<file path="src/rtl/fetch_unit.sv">
// Instruction fetch stage: holds the PC, fetches 8-bit words over req/ready and
// presents them to the decoder. Optional one-entry prefetch buffer: FETCH_PREFETCH_EN.
module fetch_unit #(
  parameter int                    ADDR_WIDTH = 8,
  parameter logic [ADDR_WIDTH-1:0] RESET_PC   = '0
) (
  input  logic                  clk,
  input  logic                  rst,
  output logic                  mem_req,
  output logic [ADDR_WIDTH-1:0] mem_addr,
  input  logic [7:0]            mem_rdata,
  input  logic                  mem_ready,
  output logic                  instr_valid,
  output logic [4:0]            opcode,
  output logic [2:0]            operand,
  output logic [ADDR_WIDTH-1:0] instr_pc,
  input  logic                  instr_ack,
  input  logic                  pc_load_en,
  input  logic [ADDR_WIDTH-1:0] pc_load_value
);

  typedef enum logic [1:0] {IDLE, FETCH, VALID} state_t;

  localparam logic [ADDR_WIDTH-1:0] PC_ONE = ADDR_WIDTH'(1);

  state_t                state_reg, state_next;
  logic [ADDR_WIDTH-1:0] pc_reg, pc_next;
  logic [ADDR_WIDTH-1:0] instr_pc_reg, instr_pc_next;
  logic [7:0]            ir_reg, ir_next;
`ifdef FETCH_PREFETCH_EN
  logic [7:0]            pf_data_reg, pf_data_next;
  logic                  pf_valid_reg, pf_valid_next;
`endif

  always_ff @(posedge clk or posedge rst) begin
    if (rst) begin
      state_reg    <= IDLE;
      pc_reg       <= RESET_PC;
      instr_pc_reg <= '0;
      ir_reg       <= 8'h00;
`ifdef FETCH_PREFETCH_EN
      pf_data_reg  <= 8'h00;
      pf_valid_reg <= 1'b0;
`endif
    end else begin
      state_reg    <= state_next;
      pc_reg       <= pc_next;
      instr_pc_reg <= instr_pc_next;
      ir_reg       <= ir_next;
`ifdef FETCH_PREFETCH_EN
      pf_data_reg  <= pf_data_next;
      pf_valid_reg <= pf_valid_next;
`endif
    end
  end

  always_comb begin
    state_next    = state_reg;
    pc_next       = pc_reg;
    instr_pc_next = instr_pc_reg;
    ir_next       = ir_reg;
    mem_req       = 1'b0;
`ifdef FETCH_PREFETCH_EN
    pf_data_next  = pf_data_reg;
    pf_valid_next = pf_valid_reg;
`endif
    case (state_reg)
      IDLE: state_next = FETCH;
      FETCH: begin
        mem_req = 1'b1;
        if (mem_ready) begin
          ir_next       = mem_rdata;
          instr_pc_next = pc_reg;
          pc_next       = pc_reg + PC_ONE;
          state_next    = VALID;
        end
      end
      VALID: begin
`ifdef FETCH_PREFETCH_EN
        mem_req = !pf_valid_reg;
        if (instr_ack && pc_load_en) begin
          pc_next       = pc_load_value;
          pf_valid_next = 1'b0;
          state_next    = FETCH;
        end else if (instr_ack && pf_valid_reg) begin
          ir_next       = pf_data_reg;
          instr_pc_next = pc_reg - PC_ONE;
          pf_valid_next = 1'b0;
        end else if (instr_ack && mem_ready) begin
          // Word arriving in the retire cycle goes straight to the IR so issue stays back-to-back.
          ir_next       = mem_rdata;
          instr_pc_next = pc_reg;
          pc_next       = pc_reg + PC_ONE;
        end else if (instr_ack) begin
          state_next    = FETCH;
        end else if (!pf_valid_reg && mem_ready) begin
          pf_data_next  = mem_rdata;
          pf_valid_next = 1'b1;
          pc_next       = pc_reg + PC_ONE;
        end
`else
        if (instr_ack) begin
          state_next = FETCH;
          if (pc_load_en) pc_next = pc_load_value;
        end
`endif
      end
      default: state_next = IDLE;
    endcase
  end

  // pc already advanced past the held word, so it is the next fetch address.
  assign mem_addr    = pc_reg;
  assign instr_valid = (state_reg == VALID);
  assign opcode      = ir_reg[7:3];
  assign operand     = ir_reg[2:0];
  assign instr_pc    = instr_pc_reg;

endmodule

</file>
<file path="config.mk">
export PLATFORM = sky130hd
export DESIGN_NAME = fetch_unit
export DESIGN_NICKNAME = d
export VERILOG_FILES = /design/src/rtl/fetch_unit.sv
export SDC_FILE = /design/constraint.sdc
export NUM_CORES = 1
export LEC_CHECK = 0
export ABC_AREA = 1
export CORE_MARGIN = 5
export CORE_UTILIZATION = 44
export DETAILED_ROUTE_END_ITERATION = 16
export HOLD_SLACK_MARGIN = 0.05
export PLACE_DENSITY = 0.76
export SLEW_MARGIN = 20
export SYNTH_ARGS = -nofsm -noshare
export SYNTH_HDL_FRONTEND = slang
export SYNTH_SLANG_ARGS = --single-unit
</file>
<file path="constraint.sdc">
create_clock -name clk -period 1.5 [get_ports clk]
set_input_delay 0.225 -clock clk [delete_from_list [all_inputs] [get_ports clk]]
set_output_delay 0.225 -clock clk [all_outputs]
set_load 0.02 [all_outputs]
</file>
Word-level counts from Yosys, hierarchy flattened:

Cells that the tools add are included.

* flip-flop bits (word level): 26
* bits of input ports: 21
* output and inout bits: 26
* logic and storage cells: 23

* $add $sub $neg: 1
* equality and inequality tests: 5
* mux-type cells: 8
* reduce and logical (&&, ||, !) cells: 5

Operator list (number)
* two-way mux 8 bit: 3
* case mux 8 bit (2 select lines): 1
* adder 8 x 1 -> 8 bit, second input constant: 1
* case mux 2 bit (3 select lines): 1
* two-way mux 2 bit: 2
* inequality test 2 x 1 -> 1 bit, second input constant: 2
* AND reduction 2 bit: 2
* AND reduction 4 bit: 1
* equality test 2 x 1 -> 1 bit, second input constant: 1
* equality test 2 bit, second input constant: 1
* logical NOT 2 bit: 1
* inequality test 2 bit, second input constant: 1
* nonzero test 2 bit: 1
* two-way mux 1 bit: 1

Depth between registers and ports, before layout:

* depth after elaboration: 3
* mapped depth: 8
* gate-level depth less buffers: 8

Worst setup path before layout:

Ideal clock, no wire load.

* path kind: register to register
* start: register pc_reg[1] (netlist: mem_addr[1])
* end: register pc_reg[6] (netlist: mem_addr[6])
* setup time: 0.117 ns
* arrival: 1.134 ns
* path slack: 0.249 ns
* stages on the path, launching flop included: 9
* path buffers: 0
* period minus slack after synthesis: 1.251 ns
* path through: dfrtp_1 ha_1 nand2_1 nor2_1 nand2_1 nand2_1 nand3_1 nand2_1 nand2_1

* cells in the longest elaborated chain, start to end: 3

RTL lines
* start, declared: line 27 `logic [ADDR_WIDTH-1:0] pc_reg, pc_next;`
* start signal, assigned: line 47 `pc_reg <= pc_next;`
* adder 8 x 1 -> 8 bit: line 74 `pc_next = pc_reg + PC_ONE;`
* two-way mux 8 bit: line 71 `if (mem_ready) begin`
* case mux 8 bit (2 select lines): line 67 `case (state_reg)`

Every way passes these cells. The select of a mux whose other input is x is not followed.
A chain may end at the register's enable or synchronous reset.

Worst setup path in the final report:

* start: register state_reg[0]
* end: output instr_valid

* cells in the longest elaborated chain, start to end: 1

RTL lines
* start, declared: line 26 `state_t state_reg, state_next;`
* start signal, assigned: line 46 `state_reg <= state_next;`
* equality test 2 bit: line 114 `assign instr_valid = (state_reg == VALID);`
* end, declared: line 13 `output logic instr_valid,`

Every way passes these cells.

==> results.toml <==
[setup_path]
cp.required_ns = 1.27
crit_path_end_kind = "output port"
cp-start-kind = "register"
critPathSlowestCell = "dfrtp_2"
worstRegToRegCells = 8
crit_family = "flip-flops"
worstSetupPathType = "register to output port"
worstPathArrival_ns = 1.22
r2r-start = "mem_addr[1]"
r2r-end = "mem_addr[6]"
slowest_delay_ns = 0.47
path_buf_inv = 1
crit_chain = "nor2_4 -> clkdlybuf4s15_1"
reg2reg_setup_slack_ns = 0.23
critPathMaxFanout = 3

[clock_tree]
clk_pin_slew_ns = 0.13
cts_tree = "done"
post_cts_buffers = 0
cts_buffers = 3
clock-sinks = 26
cts_root_buf = "clkbuf_4"
cts_max_level = 1
clock_path_buffers = 2
clk_latency_ns = 0.31
holdBufCountCts = 0

[final_layout]
antenna_cells = 0
fillers = 259
multi_input_area_sq_um = 571
nNetsFinal = 235
layout-drive-gt1-share = 0.147
layoutNonFillerInstCount = 242
area_growth_syn_to_layout_pct = 38.8
seqCellArea_sq_um = 652

[logic_synthesis]
yosysMostFrequentCell = "nand2_1"
ys_ff_latch = 26
avgSynthCellArea_sq_um = 8.27
syn_inst = 159
syn-num-nets = 181
yosysTopAreaCellShare = 0.495
syn_area_sq_um = 1320
synth_common_cells = "71 x nand2_1, 26 x dfrtp_1, 9 x inv_1, 9 x nor2_1, 8 x nand3_1"
synth.distinct_cells = 22
async_reset_ff_frac = 1.00
synth_top_cell_by_area = "dfrtp_1"
synthTopCellsByArea = "dfrtp_1 49%, nand2_1 20%, o21ai_2 3.3%"
synth_edf_count = 0
synth-main-ff-cell = "dfrtp_1"
yosysWarnings = 0
yosysSeqAreaShare = 0.495

[timing]
rsz0062_at_grt = "no"
setup_viol = 0
worst_pin_slew_ns = 0.324
report.final.hold_viol_count = 0
clock_skew_ns = 0.00820
tns_ns = 0
max_freq_ghz = 0.694
finalCriticalPeriod_ns = 1.44
final_max_slew_viol_count = 0
maxSlewHeadroom = 0.784
fin_crit_sh = 0.961

[placed_design]
place_hpwl_um = 2400
port_buffers = 46
dp.cells = 239
gp_congestion = 0.815

[global_routing]
antenna_found_initial = 0
grt_pass1_wl_um = 5310
grt_max_degree = 27
grtUsageTotal = 0.159
grt.overflow.total = 0
grt_pass1_vias = 1178

[floorplanning]
core-area_sq_um = 2810
die_w_um = 64.7
fp.dieH_um = 64.7
io_pins = 47
die_area_sq_um = 4180
rows = 19
start_util = 0.469

[detailed_routing]
vias_per_cell = 4.90
vias = 1186
drt_iter0_markers = 32
firstDrtPassIters = 4
drc_errors = 0
routedWlPerCell_um = 12.6
wl_um = 3040
ant_nets = 0

[job]
maxCapViolations = 0

[min_path]
holdCritPathClass = "input port to asynchronous set/reset pin"

[power_and_ir_drop]
vdd_ir_drop_max_mv = 0.962
p_leak_uw = 0.000969
p_per_area_nw_per_um2 = 1910
power_uw = 3490

[status]
status = "finished, final reports clean"
==> cells by family (layout without fill, tap and decap cells) <==
group / Yosys count / after routing / share of synthesized area
DFF: 26 / 26 / 0.495
and+or+nand+nor: 95 / 95 / 0.316
adders and majority gates: 1 / 1 / 0.00951
AOI/OAI and AO/OA: 17 / 17 / 0.0885
buffers and inverters: 17 / 69 / 0.0714
xor gates and xnor gates: 3 / 3 / 0.0200
==> metrics by stage <==
step / utilization / setup WS (ns) / hold WS [ns] / area [sq um]
after floorplan: - / 0.249 / 0.265 / 1320
after global placement: 0.653 / 0.0722 / 0.453 / 1830
after detailed placement: 0.653 / 0.0398 / 0.458 / 1830
after CTS: 0.650 / 0.00724 / 0.264 / 1820
after global routing: 0.651 / 0.00174 / 0.303 / 1830
final: 0.651 / 0.0589 / 0.272 / 1830
==> layer usage <==
| metal | GRT usage | vias to the layer above | part of all wire |
|---|---|---|---|
| met1 | 0.200 | 540 | 0.45 |
| li1 | - | 602 | - |
| met3 | 0.0311 | 5 | 0.059 |
| met4 | 0.0396 | 0 | 0.010 |
| met5 | 0 | - | 0 |
| met2 | 0.280 | 39 | 0.48 |
==> what timing repair did <==
| action | CTS | global route |
|---|---|---|
| resized for setup | 28 | 3 |
| hold endpoints to repair | 0 | 0 |
| endpoints found under the setup margin | 26 | 2 |
==> how the worst max path moves through the flow <==
stage,to,from,slack [ns],depth (start not counted)
after floorplan,mem_addr[6],mem_addr[1],0.25,8
after global placement,mem_req,state_reg[1],0.07,4
after detailed placement,mem_req,state_reg[1],0.04,4
after CTS,instr_valid,state_reg[0],0.007,2
after global routing,instr_valid,state_reg[0],0.002,2
final,instr_valid,state_reg[0],0.06,2
==> tightest hold or removal path, delay by kind of cell <==
kind	cells	cell delay [ns]
buf+inv	3	0.78
==> area by class of cell <==
cell class,instances,share of cell area
Tap cell,31,0.0212
Inverter,12,0.0274
Multi-Input combinational cell,116,0.313
Clock buffer,3,0.0123
Timing Repair Buffer,54,0.269
Sequential cell,26,0.357
==> report_power, final <==
part | total (uW) | internal (uW) | leakage (uW) | switching, uW
combinational | 2000 | 775 | 0.000627 | 1230
sequential | 1210 | 1010 | 0.000328 | 202
clock | 281 | 93.9 | 0.0000138 | 187
==> cell usage in the layout, fill, tap and decap left out, drive strengths merged <==
cell type	n
dlygate4sd2	24
o211ai	1
clkbuf	3
o22ai	1
clkdlybuf4s15	2
xor2	2
nand3	9
buf	8
inv	12
nor2	11
xnor2	1
o21ai	10
nand2	75
ha	1
clkdlybuf4s50	20
dfrtp	26
a21oi	5
(Power assumes the default switching activity.)
